## src/rtl/mlops_pkg.sv

```systemverilog
// mlops_pkg: lane type and width helpers shared by the packer and the reduction stage.
package mlops_pkg;
  localparam int NBITS = 12;
  typedef logic signed [2*NBITS-1:0] lane_t;
  function automatic int clog2p1(input int n);
    return $clog2(n + 1);
  endfunction
endpackage

```

## src/rtl/vec_packer.sv

```systemverilog
// vec_packer: packs a scalar word stream into zero-padded Elements-lane vectors for the adder tree.
module vec_packer
  import mlops_pkg::*;
#(
  parameter int Elements = 12,
  parameter int NBits    = 12
) (
  input  logic                                clk_in,
  input  logic                                rst_n_in,
  input  logic [2*NBits-1:0]                  s_data,
  input  logic                                s_valid,
  input  logic                                s_last,
  output logic                                s_ready,
  output logic [Elements-1:0][2*NBits-1:0]    m_data,
  output logic [clog2p1(Elements)-1:0]        m_count,
  output logic                                m_last,
  output logic                                m_valid,
  input  logic                                m_ready
);
  localparam int W  = 2*NBits;
  localparam int CW = clog2p1(Elements);
  typedef logic [Elements-1:0][W-1:0] vec_t;
  vec_t fill_q, fill_d, m_data_q, m_data_d, lanes;
  logic [CW-1:0] idx_q, idx_d, m_count_q, m_count_d, pend_cnt_q, pend_cnt_d;
  logic pend_q, pend_d, pend_last_q, pend_last_d, m_last_q, m_last_d, m_valid_q, m_valid_d;
  logic rdy_q, in_beat, out_free, complete;
  assign s_ready = rdy_q && !pend_q;
  assign m_data  = m_data_q;
  assign m_count = m_count_q;
  assign m_last  = m_last_q;
  assign m_valid = m_valid_q;
  always_comb begin
    in_beat  = s_valid && s_ready;
    out_free = !m_valid_q || m_ready;
    complete = in_beat && (s_last || idx_q == CW'(Elements-1));
    lanes    = fill_q;
    for (int i = 0; i < Elements; i++) if (idx_q == CW'(i)) lanes[i] = s_data;
    fill_d      = fill_q;
    idx_d       = idx_q;
    pend_d      = pend_q;
    pend_cnt_d  = pend_cnt_q;
    pend_last_d = pend_last_q;
    m_data_d    = m_data_q;
    m_count_d   = m_count_q;
    m_last_d    = m_last_q;
    m_valid_d   = m_valid_q && !m_ready;
    // s_ready is low while pending, so a drain and a new beat never coincide
    if (pend_q && out_free) begin
      m_data_d  = fill_q;
      m_count_d = pend_cnt_q;
      m_last_d  = pend_last_q;
      m_valid_d = 1'b1;
      fill_d    = '0;
      pend_d    = 1'b0;
    end else if (complete && out_free) begin
      m_data_d  = lanes;
      m_count_d = idx_q + CW'(1);
      m_last_d  = s_last;
      m_valid_d = 1'b1;
      fill_d    = '0;
      idx_d     = '0;
    end else if (complete) begin
      fill_d      = lanes;
      pend_d      = 1'b1;
      pend_cnt_d  = idx_q + CW'(1);
      pend_last_d = s_last;
      idx_d       = '0;
    end else if (in_beat) begin
      fill_d = lanes;
      idx_d  = idx_q + CW'(1);
    end
  end
  always_ff @(posedge clk_in or negedge rst_n_in) begin
    if (!rst_n_in) begin
      rdy_q       <= 1'b0;
      fill_q      <= '0;
      idx_q       <= '0;
      pend_q      <= 1'b0;
      pend_cnt_q  <= '0;
      pend_last_q <= 1'b0;
      m_data_q    <= '0;
      m_count_q   <= '0;
      m_last_q    <= 1'b0;
      m_valid_q   <= 1'b0;
    end else begin
      rdy_q       <= 1'b1;
      fill_q      <= fill_d;
      idx_q       <= idx_d;
      pend_q      <= pend_d;
      pend_cnt_q  <= pend_cnt_d;
      pend_last_q <= pend_last_d;
      m_data_q    <= m_data_d;
      m_count_q   <= m_count_d;
      m_last_q    <= m_last_d;
      m_valid_q   <= m_valid_d;
    end
  end
endmodule
```

## config.mk

```make
export PLATFORM = sky130hd
export DESIGN_NAME = vec_packer
export DESIGN_NICKNAME = d
export VERILOG_FILES = /design/src/rtl/mlops_pkg.sv /design/src/rtl/vec_packer.sv
export SDC_FILE = /design/constraint.sdc
export NUM_CORES = 1
export LEC_CHECK = 0
export ABC_CLOCK_PERIOD_IN_PS = 2220
export CAP_MARGIN = 10
export CELL_PAD_IN_SITES_DETAIL_PLACEMENT = 0
export CELL_PAD_IN_SITES_GLOBAL_PLACEMENT = 1
export CORE_ASPECT_RATIO = 1.2
export CORE_MARGIN = 2
export CORE_UTILIZATION = 45
export CTS_CLUSTER_DIAMETER = 40
export DETAILED_ROUTE_END_ITERATION = 8
export PLACE_DENSITY = 0.82
export REMOVE_ABC_BUFFERS = 1
export SLEW_MARGIN = 10
export SYNTH_ARGS = -nofsm -noshare
export SYNTH_HDL_FRONTEND = slang
export SYNTH_SLANG_ARGS = --single-unit
```

## constraint.sdc

```tcl
create_clock -name clk_in -period 2.22 [get_ports clk_in]
set_input_delay 0.333 -clock clk_in [delete_from_list [all_inputs] [get_ports clk_in]]
set_output_delay 0.333 -clock clk_in [all_outputs]
set_load 0.01 [all_outputs]
```

==> metrics.txt <==
# TYPE chip_impl_metric gauge
chip_impl_info{name="status",value="finished, final reports clean"} 1
chip_impl_info{name="critical_path_class",value="flip-flop to flip-flop"} 1
chip_impl_metric{name="layout-drive-gt1-share",unit=""} 0.135
chip_impl_info{name="grt_setup_unrepaired",value="true"} 1
chip_impl_metric{name="cellPowerDensity",unit="nW/µm²"} 950
chip_impl_metric{name="crit_arrival",unit="ns"} 2.69
chip_impl_info{name="critical_path.startpoint_type",value="flip-flop"} 1
chip_impl_info{name="crit-reg2reg-capture",value="fill_q[260]"} 1
chip_impl_info{name="setup.worst_path.end_class",value="flip-flop"} 1
chip_impl_info{name="holdCritPathClass",value="primary input to flip-flop"} 1
chip_impl_metric{name="slew_headroom",unit=""} 0.441
chip_impl_metric{name="fin_worst_hold_slack",unit="ns"} 0.112
chip_impl_metric{name="critical-path-max-stage-delay",unit="ns"} 0.38
chip_impl_metric{name="critPathMaxFanout",unit=""} 24
chip_impl_metric{name="slew_at_the_pin_with_the_worst_max_slew_slack",unit="ns"} 0.839
chip_impl_metric{name="wl_met1",unit="mm"} 33.4
chip_impl_metric{name="rows",unit=""} 95
chip_impl_metric{name="report.final.slew_viol_count",unit=""} 0
chip_impl_info{name="worst_path_max_delay_cell",value="dfrtp_1"} 1
chip_impl_metric{name="first_global_vias",unit=""} 20000
chip_impl_metric{name="design.portCount",unit=""} 324
chip_impl_metric{name="ys_seq_elements",unit=""} 593
chip_impl_metric{name="synth.yosys.seq_area_share",unit=""} 0.583
chip_impl_metric{name="cts_max_path_buffers",unit=""} 3
chip_impl_metric{name="io_buffers",unit=""} 323
chip_impl_metric{name="hold_depth",unit=""} 2
chip_impl_metric{name="required",unit="ns"} 2.76
chip_impl_metric{name="globalplace.congestion",unit=""} 0.863
chip_impl_info{name="top_layer",value="met5"} 1
chip_impl_info{name="tritoncts_clock_tree",value="yes"} 1
chip_impl_metric{name="cts-htree-levels",unit=""} 3
chip_impl_metric{name="detail_route.wirelength",unit="mm"} 80.9
chip_impl_metric{name="antenna_found_initial",unit=""} 2
chip_impl_metric{name="synthToLayoutAreaGrowth",unit="%"} 29.7
chip_impl_metric{name="synth_enable_flop_cells",unit=""} 0
chip_impl_metric{name="post_synth.cell_area_avg",unit="µm²"} 12.0
chip_impl_metric{name="setup_tns",unit="ns"} 0
chip_impl_info{name="timing.hold.worst.start",value="s_data[9]"} 1
chip_impl_metric{name="route.detailed.vias_per_inst",unit=""} 6.22
chip_impl_metric{name="die_area",unit="µm²"} 58500
chip_impl_metric{name="max_clock_freq",unit="GHz"} 0.466
chip_impl_metric{name="worst-r2r-setup-slack",unit="ns"} 0.08
chip_impl_metric{name="cts.clk_slew.worst_paths",unit="ns"} 0.06
chip_impl_metric{name="antenna_cells",unit=""} 0
chip_impl_metric{name="clkLatencyLatePin",unit="ns"} 0.62
chip_impl_metric{name="grt.overflow.total",unit=""} 0
chip_impl_metric{name="ant_nets",unit=""} 0
chip_impl_metric{name="post_synth_inst_count",unit=""} 2121
chip_impl_info{name="critPathMostFrequentCell",value="buf_4"} 1
chip_impl_metric{name="worstRegToRegCells",unit=""} 8
chip_impl_metric{name="die_width",unit="µm"} 221
chip_impl_metric{name="met2WireLength",unit="mm"} 39.4
chip_impl_metric{name="drt_pre_antenna_iters",unit=""} 7
chip_impl_metric{name="core",unit="µm²"} 56000
chip_impl_metric{name="critPathBufInv",unit=""} 3
chip_impl_metric{name="layout.filler_cells",unit=""} 4509
chip_impl_metric{name="grt_pass1_wl",unit="mm"} 123
chip_impl_metric{name="global_route.usage.total",unit=""} 0.272
chip_impl_metric{name="drv_cap",unit=""} 0
chip_impl_metric{name="synth-async-reset-ratio",unit=""} 1.00
chip_impl_metric{name="drt-wirelength-per-cell",unit="µm"} 25.4
chip_impl_info{name="cp_cell_sequence",value="ha_2 -> nand3b_4 -> buf_4 -> a31oi_4 -> buf_4 -> nor4b_4 -> buf_6 -> a32o_1"} 1
chip_impl_metric{name="drt-initial-drc-count",unit=""} 1837
chip_impl_metric{name="drcViolationCount",unit=""} 0
chip_impl_metric{name="finalHoldViolCount",unit=""} 0
chip_impl_metric{name="post_synth_instance_area",unit="µm²"} 25400
chip_impl_info{name="timing.critical_path.max_delay_family",value="buffers and inverters"} 1
chip_impl_metric{name="synth-warning-count",unit=""} 0
chip_impl_metric{name="die_h",unit="µm"} 264
chip_impl_metric{name="largest_net_degree_at_the_start_of_global_routing",unit=""} 101
chip_impl_metric{name="timing.final.crit_period",unit="ns"} 2.14
chip_impl_info{name="timing.critical_path.from",value="idx_q[0]"} 1
chip_impl_info{name="yosys_most_used_dff",value="dfrtp_1"} 1
chip_impl_metric{name="cts-buffers-inserted",unit=""} 70
chip_impl_metric{name="worst_ir_drop_vdd",unit="µV"} 648
chip_impl_metric{name="layout.nets",unit=""} 2441
chip_impl_metric{name="vias",unit=""} 19800
chip_impl_metric{name="initial_core_utilization",unit=""} 0.454
chip_impl_info{name="root_buffer",value="clkbuf_16"} 1
chip_impl_metric{name="wl_met3",unit="mm"} 4.80
chip_impl_metric{name="detailedPlacementHpwl",unit="mm"} 49.9
chip_impl_info{name="reg2reg_from",value="idx_q[0]"} 1
chip_impl_metric{name="power.static_leakage",unit="nW"} 13.7
chip_impl_metric{name="cts_sinks",unit=""} 593
chip_impl_metric{name="final.period_utilization",unit=""} 0.966
chip_impl_metric{name="fin_skew",unit="ns"} 0.0131
chip_impl_metric{name="number_of_distinct_standard_cells_referenced_by_the_synthesized_netlist",unit=""} 43
chip_impl_metric{name="setup_violations",unit=""} 0
chip_impl_info{name="endpoint_with_the_worst_hold_slack",value="fill_q[33]"} 1
[power by group]
part / switching, mW / leakage [nW] / internal, mW
sequential: 0.933 / 8.14 / 12.1
combinational: 3.25 / 4.38 / 2.99
clock: 4.79 / 1.20 / 7.31
total: 8.97 / 13.7 / 22.4
[routing by layer]
metal  up-vias  track usage
met5         -            0
met4         4        0.123
met3       153       0.0420
met2       750        0.441
met1     10300        0.363
li1       8576            -
[stage by stage]
stage	setup slack (ns)	power (mW)	std cells	utilization	cell area, µm²
CTS	0.0124	31.5	3181	0.588	32900
global placement	-0.291	19.2	3053	0.543	30400
finish	0.0753	31.3	3188	0.589	33000
detailed placement	-0.351	19.4	3053	0.543	30400
floorplan	-6.94	15.6	1862	-	24300
global route	-0.0266	32.6	3188	0.589	33000
[repair_timing]
item	4_1_cts	5_1_grt
hold buffers	1	0
gates resized for setup	9	3
endpoints found under the setup margin	97	73
pin swaps	2	4
cloned	1	1
buffers inserted	1	6
hold endpoints to repair	69	0
[cell type report]
cell class | count | area (µm²) | area share
flip-flops and latches | 593 | 14800 | 0.450
clock inverters | 37 | 480 | 0.0146
clock buffers | 88 | 1960 | 0.0595
multi-input cells | 1266 | 9630 | 0.292
well taps | 727 | 910 | 0.0276
repair buffers | 472 | 5150 | 0.156
inverters | 5 | 18.8 | 0.000569
[cell usage after synthesis, drive strengths merged (2+ instances only)]
cell type,number,area share
nand3,295,0.058
a22o,73,0.025
mux2i,289,0.11
o211a,3,0.0012
a21oi,11,0.0038
nor4,2,0.0017
o211ai,4,0.0014
inv,5,0.00074
buf,127,0.027
and3,3,0.00074
nor2,14,0.0022
clkbuf,132,0.019
o21ai,300,0.059
dfrtp,593,0.58
nor3,14,0.0049
ha,4,0.0020
nand3b,9,0.0031
a32o,216,0.085
nand2,11,0.0016
and3b,2,0.00069
nor2b,2,0.00049
[registers in the layout, summed over array words and instances, names as in the netlist]
| name | flops |
|---|---|
| m_last | 1 |
| fill_q | 288 |
| rdy_q | 1 |
| idx_q | 4 |
| pend_last_q | 1 |
| pend_q | 1 |
| m_data | 288 |
| m_valid | 1 |
| pend_cnt_q | 4 |
| m_count | 4 |
[cells in the final DEF, fill, tap and decap left out, drive strengths merged, types with 2 or more instances in the layout]
| cell | netlist | routed |
|---|---|---|
| a21oi | 11 | 11 |
| a22o | 73 | 73 |
| a32o | 216 | 216 |
| and3 | 3 | 3 |
| and3b | 2 | 2 |
| buf | 127 | 171 |
| bufinv | 0 | 8 |
| clkbuf | 132 | 88 |
| clkdlybuf4s50 | 0 | 299 |
| clkinv | 0 | 12 |
| clkinvlp | 0 | 4 |
| dfrtp | 593 | 593 |
| ha | 4 | 4 |
| inv | 5 | 18 |
| mux2i | 289 | 289 |
| nand2 | 11 | 11 |
| nand3 | 295 | 295 |
| nand3b | 9 | 9 |
| nor2 | 14 | 14 |
| nor2b | 2 | 2 |
| nor3 | 14 | 16 |
| nor4 | 2 | 2 |
| o211a | 3 | 3 |
| o211ai | 4 | 4 |
| o21ai | 300 | 300 |
[how the worst max path moves through the flow]
| stage | to | cells after the start |
|---|---|---|
| after floorplan | m_count[0] | 4 |
| after global placement | fill_q[116] | 6 |
| after detailed placement | fill_q[105] | 6 |
| after CTS | fill_q[126] | 7 |
| after global routing | fill_q[245] | 8 |
| final | fill_q[260] | 8 |
[worst reg2reg max path, cell delays in order, from the launching register on]
cell,delay [ns]
dfrtp_1,0.38
ha_2,0.22
nand3b_4,0.11
buf_4,0.17
a31oi_4,0.13
buf_4,0.19
nor4b_4,0.37
buf_6,0.28
a32o_1,0.23
[kinds of logic after synthesis]
group | Yosys count | share of synthesized area
flip-flops | 593 | 0.583
XOR/XNOR | 2 | 0.000689
AO/OA/AOI/OAI | 612 | 0.178
other | 1 | 0.000147
adder cells (fa/ha/maj) | 4 | 0.00197
multiplexers | 290 | 0.114
AND/OR/NAND/NOR | 355 | 0.0745
buffers and inverters | 264 | 0.0473
Note: power is estimated with default switching activity, not from simulation.
==> patch 1, RTL diff (config.mk and constraints unchanged) <==
Register the output `m_count` once more, with the module's reset; this adds one clock of latency there. The other outputs are not delayed to match.
--- a/src/rtl/vec_packer.sv
+++ b/src/rtl/vec_packer.sv
@@ -26,7 +26,13 @@
   logic rdy_q, in_beat, out_free, complete;
   assign s_ready = rdy_q && !pend_q;
   assign m_data  = m_data_q;
-  assign m_count = m_count_q;
+  always_ff @(posedge clk_in or negedge rst_n_in) begin
+    if (!rst_n_in) begin
+      m_count <= '0;
+    end else begin
+      m_count <= m_count_q;
+    end
+  end
   assign m_last  = m_last_q;
   assign m_valid = m_valid_q;
   always_comb begin
Function: changed (Yosys sat finds a counterexample within 4 cycles, from zero or initial values and one cycle with rst_n_in low).
==> patch 1 against the unedited design <==
Cell count hardly changed. First-iteration DRC count shrank 15%. Combinational power increased by 10%. Synthesized area is 0.11% higher. Design area decreased by 0.31%. Setup slack got worse by 0.0013 ns. Largest power group unchanged. Die area increased by 0.11%. Sequential cell count is 4 higher. Non-clock buffer count is 1 lower. Via count shrank 3.7%. Critical path depth shrank 2. Worst hold slack improved by 0.15 ns. Total power up 2.2%. Wire length decreased by 2.7%.
==> patch 1: results (changes against the unedited design) <==
* **count of TritonRoute iterations in the first routing pass** 5, was 7
* **top cells by count, synth** dfrtp_1 (597), nand3_1 (295), mux2i_1 (291), a22o_1 (288), o21ai_0 (238), was dfrtp_1 (593), nand3_1 (295), o21ai_0 (294), mux2i_1 (289), a32o_1 (216)
* **bufs w/o clock** 471, was 472
* **hold path depth** 3, was 2
* **endpoint of the worst hold path** fill_q[105]$_DFFE_PN0P_, was fill_q[33]$_DFFE_PN0P_
* **global-route usage over all layers** 26.8%, was 27.2%
* **fraction of final layout cells sized beyond drive strength 1** 13.2%, was 13.5%
* **comb_multi_in** 1264, was 1266
* **net count reported at finish** 2444, was 2441
* **final worst clock skew** 0.0223 ns, was 0.0131 ns
* **number of global-route vias before repair** 19500, was 20000
* **invs w/o clock** 8, was 5
* **area occupied by registers** 0.0149 mm2, was 0.0148 mm2
* **worst IR drop on VDD** 0.562 mV, was 0.648 mV
* **HPWL after detailed placement** 47800 um, was 49900 um
* **status** complete, no violations, unchanged
* **final-layout clock buffer total** 89, was 88
* **fill cell total of the finished layout** 4554, was 4509
* **aggregate routed wire length** 78800 um, was 80900 um
* **violation count after the first detailed-route iteration** 1564, was 1837
* **worst slack at placement** -0.205 ns, was -0.351 ns
* **Critical Path Slowest Stage Cell** clkbuf_16, was dfrtp_1
* **clk tree area frac** 7.09%, was 7.41%
* **insertion delay of the later-clocked pin in the worst-skew pair** 0.60 ns, was 0.62 ns
* **cell total after placement** 3061, was 3053
* **worst hold margin** 0.261 ns, was 0.112 ns
* **number of antenna violations at the first check in global routing** 0, was 2
* **count of non-filler cells in the finished layout** 3191, was 3188
* **number of vias per cell after detailed routing** 5.98, was 6.22
* **maximum fanout count along the critical path** 136, was 24
* **Signal buf overhead** 16.0%, was 15.6%
* **number of CTS-inserted buffers** 69, was 70
* **final RePlAce weighted congestion** 0.820, was 0.863
* **R2R cell count** 6, was 8
* **area of the multi-input gates** 0.00941 mm2, was 0.00963 mm2
* **global-route wire length before repair** 121000 um, was 123000 um
* **worst-case headroom to the max-slew limit** 42.4%, was 44.1%
* **CP max stage delay** 0.46 ns, was 0.38 ns
* **sequential cell count** 597, was 593
* **cell class contributing the biggest share of worst-path delay** buffers and inverters, unchanged
* **r2r endpoint** m_data[131]$_DFFE_PN0P_, was fill_q[260]$_DFFE_PN0P_
* **worst setup path class** reg -> reg, unchanged
* **Synth area leaders** dfrtp_1 (59%), mux2i_1 (11%), a22o_1 (9.9%), was dfrtp_1 (58%), mux2i_1 (11%), a32o_1 (8.5%)
* **standby leakage power** 14.0 nW, was 13.7 nW
* **Switch Pwr** 9.19 mW, was 8.97 mW
## patch 1: cell types whose count changed after synthesis, moves of 6 or more
cell and delta:
a22o_1 +215, a32o_1 -216, and3_1 +6, buf_1 -19, buf_6 +14, clkbuf_1 -11, nor2_1 -6, nor3_2 -8
o21ai_0 -56, o21ai_1 +53
## patch 1: layer usage
metal	global-route usage (%)	part of all wire, %
met5	0	0
met4	11.4	3.9
met3	3.86	5.4
met2	43.0	48
met1	36.4	42
## patch 1: power groups by stage
stage	registers, mW	clock network, mW	logic, mW
2_1_floorplan	13.9	0	2.37
3_3_place_gp	13.7	0	6.70
3_5_place_dp	13.7	0	6.86
4_1_cts	13.5	11.8	6.89
5_1_grt	13.7	12.3	7.41
6_report	13.6	11.6	6.87
## patch 1: repair_timing
item | CTS | global route
endpoints found under the hold margin | 34 | 0
hold buffers | 1 | 0
setup buffers | 0 | 4
endpoints found under the setup margin | 5 | 85
pin swaps | 1 | 4
gates resized for setup | 1 | 11
cloned | 0 | 1
## patch 1: kinds of logic after synthesis
logic type / Yosys count / share of synthesized area (%)
flip-flops: 597 / 58.7
multiplexers: 292 / 11.5
buffers and inverters: 252 / 5.05
AO/OA/AOI/OAI: 618 / 17.4
adder cells (fa/ha/maj): 4 / 0.197
XOR/XNOR: 2 / 0.0688
AND/OR/NAND/NOR: 346 / 7.12
other: 1 / 0.0147
## patch 1: per-stage QoR
| step | setup TNS (ns) | total power, mW | cell area (um2) | util (%) |
|---|---|---|---|---|
| after floorplan | -2363.94 | 16.2 | 24200 | - |
| after global placement | -62.73 | 20.4 | 30500 | 54.4 |
| after detailed placement | -66.67 | 20.6 | 30500 | 54.4 |
| after CTS | 0 | 32.2 | 32800 | 58.6 |
| after global routing | 0 | 33.4 | 32900 | 58.8 |
| final | 0 | 32.0 | 32900 | 58.8 |
==> patch 2, RTL diff (config.mk and constraints unchanged) <==
Without the edit above. Set the parameter `Elements` to 6 (it was 12).
--- a/src/rtl/vec_packer.sv
+++ b/src/rtl/vec_packer.sv
@@ -2,7 +2,7 @@
 module vec_packer
   import mlops_pkg::*;
 #(
-  parameter int Elements = 12,
+  parameter int Elements = 6,
   parameter int NBits    = 12
 ) (
   input  logic                                clk_in,
Ports: changed (resized m_count and m_data); port bits go from 324 to 179. The function was not compared with the original's and may differ.
==> patch 2 against the unedited design <==
Count of clock-buffer cells in the layout decreased by 39. Non-clock buffer count decreased by 183. Synthesized cell count decreased by 55%. Design area decreased by 49%. Clock skew increased by 0.0011 ns. Total power decreased by 40%. Via count decreased by 50%. Wire length decreased by 51%. Clock power decreased by 48%. Setup slack improved by 0.051 ns. Sequential cell count decreased by 291. Synthesized area decreased by 50%. Cell count decreased by 50%.
==> patch 2: results (changes against the unedited design) <==
* **clk tree area frac** 7.53%, was 7.41%
* **fraction of final layout cells sized beyond drive strength 1** 26.2%, was 13.5%
* **count of TritonRoute iterations in the first routing pass** 5, was 7
* **cell total after placement** 1519, was 3053
* **fraction of synthesized area in multiplexers** 2.08%, was 11.4%
* **number of global-route vias before repair** 10100, was 20000
* **maximum fanout count along the critical path** 9, was 24
* **status** complete, no violations, unchanged
* **top sig layer** met4, was met5
* **net count reported at finish** 1214, was 2441
* **Hold/Removal Path Class** in -> async, was in -> reg
* **transition time at the pin with the least slew margin** 0.561 ns, was 0.839 ns
* **timing endpoint of the critical path** s_ready, was fill_q[260]$_DFFE_PN0P_
* **violation count after the first detailed-route iteration** 834, was 1837
* **final RePlAce weighted congestion** 0.830, was 0.863
* **Distinct cells, synth** 42, was 43
* **synthesis-stage register bit count** 302, was 593
* **proportion of cell area occupied by multi-input gates** 27.2%, was 29.2%
* **Signal buf overhead** 17.6%, was 15.6%
* **startpoint of the most critical register-to-register path** idx_q[1]$_DFFE_PN0P_, was idx_q[0]$_DFFE_PN0P_
* **fill cell total of the finished layout** 2147, was 4509
* **global-route wire length before repair** 61000 um, was 123000 um
* **CP max stage delay** 0.55 ns, was 0.38 ns
* **maximum number of pins on one net before global-route repair** 65, was 101
* **quantity of I/O buffers inserted on ports** 178, was 323
* **final-layout clock buffer total** 49, was 88
* **share of the yosys chip area belonging to registers** 59.9%, was 58.3%
* **global-route usage over all layers** 27.0%, was 27.2%
* **standby leakage power** 7.49 nW, was 13.7 nW
* **met2 usage** 43.5%, was 44.1%
* **r2r endpoint** fill_q[63]$_DFFE_PN0P_, was fill_q[260]$_DFFE_PN0P_
* **average wire per standard cell** 24.9 um, was 25.4 um
[patch 2: metrics by stage]
| stage | cell area, um2 | worst slack (ns) | TNS (ns) | hold slack [ns] |
|---|---|---|---|---|
| floorplan | 12100 | -1.82 | -231.60 | 0.0374 |
| global placement | 15600 | -0.0182 | -0.149 | 0.274 |
| detailed placement | 15600 | -0.0200 | -0.124 | 0.278 |
| CTS | 16900 | 0.116 | 0 | 0.321 |
| global route | 16900 | 0.0323 | 0 | 0.335 |
| finish | 16900 | 0.127 | 0 | 0.310 |
[patch 2: timing repair]
action,CTS,global route
resized for setup,0,2
setup endpoints to repair,0,11
hold buffers,1,0
setup buffers,0,0
hold endpoints to repair,41,0
[patch 2: power by group]
| part | switching [mW] | internal (mW) | total (mW) |
|---|---|---|---|
| logic | 2.02 | 3.10 | 5.12 |
| clock network | 2.38 | 3.88 | 6.26 |
| registers | 0.880 | 6.66 | 7.54 |
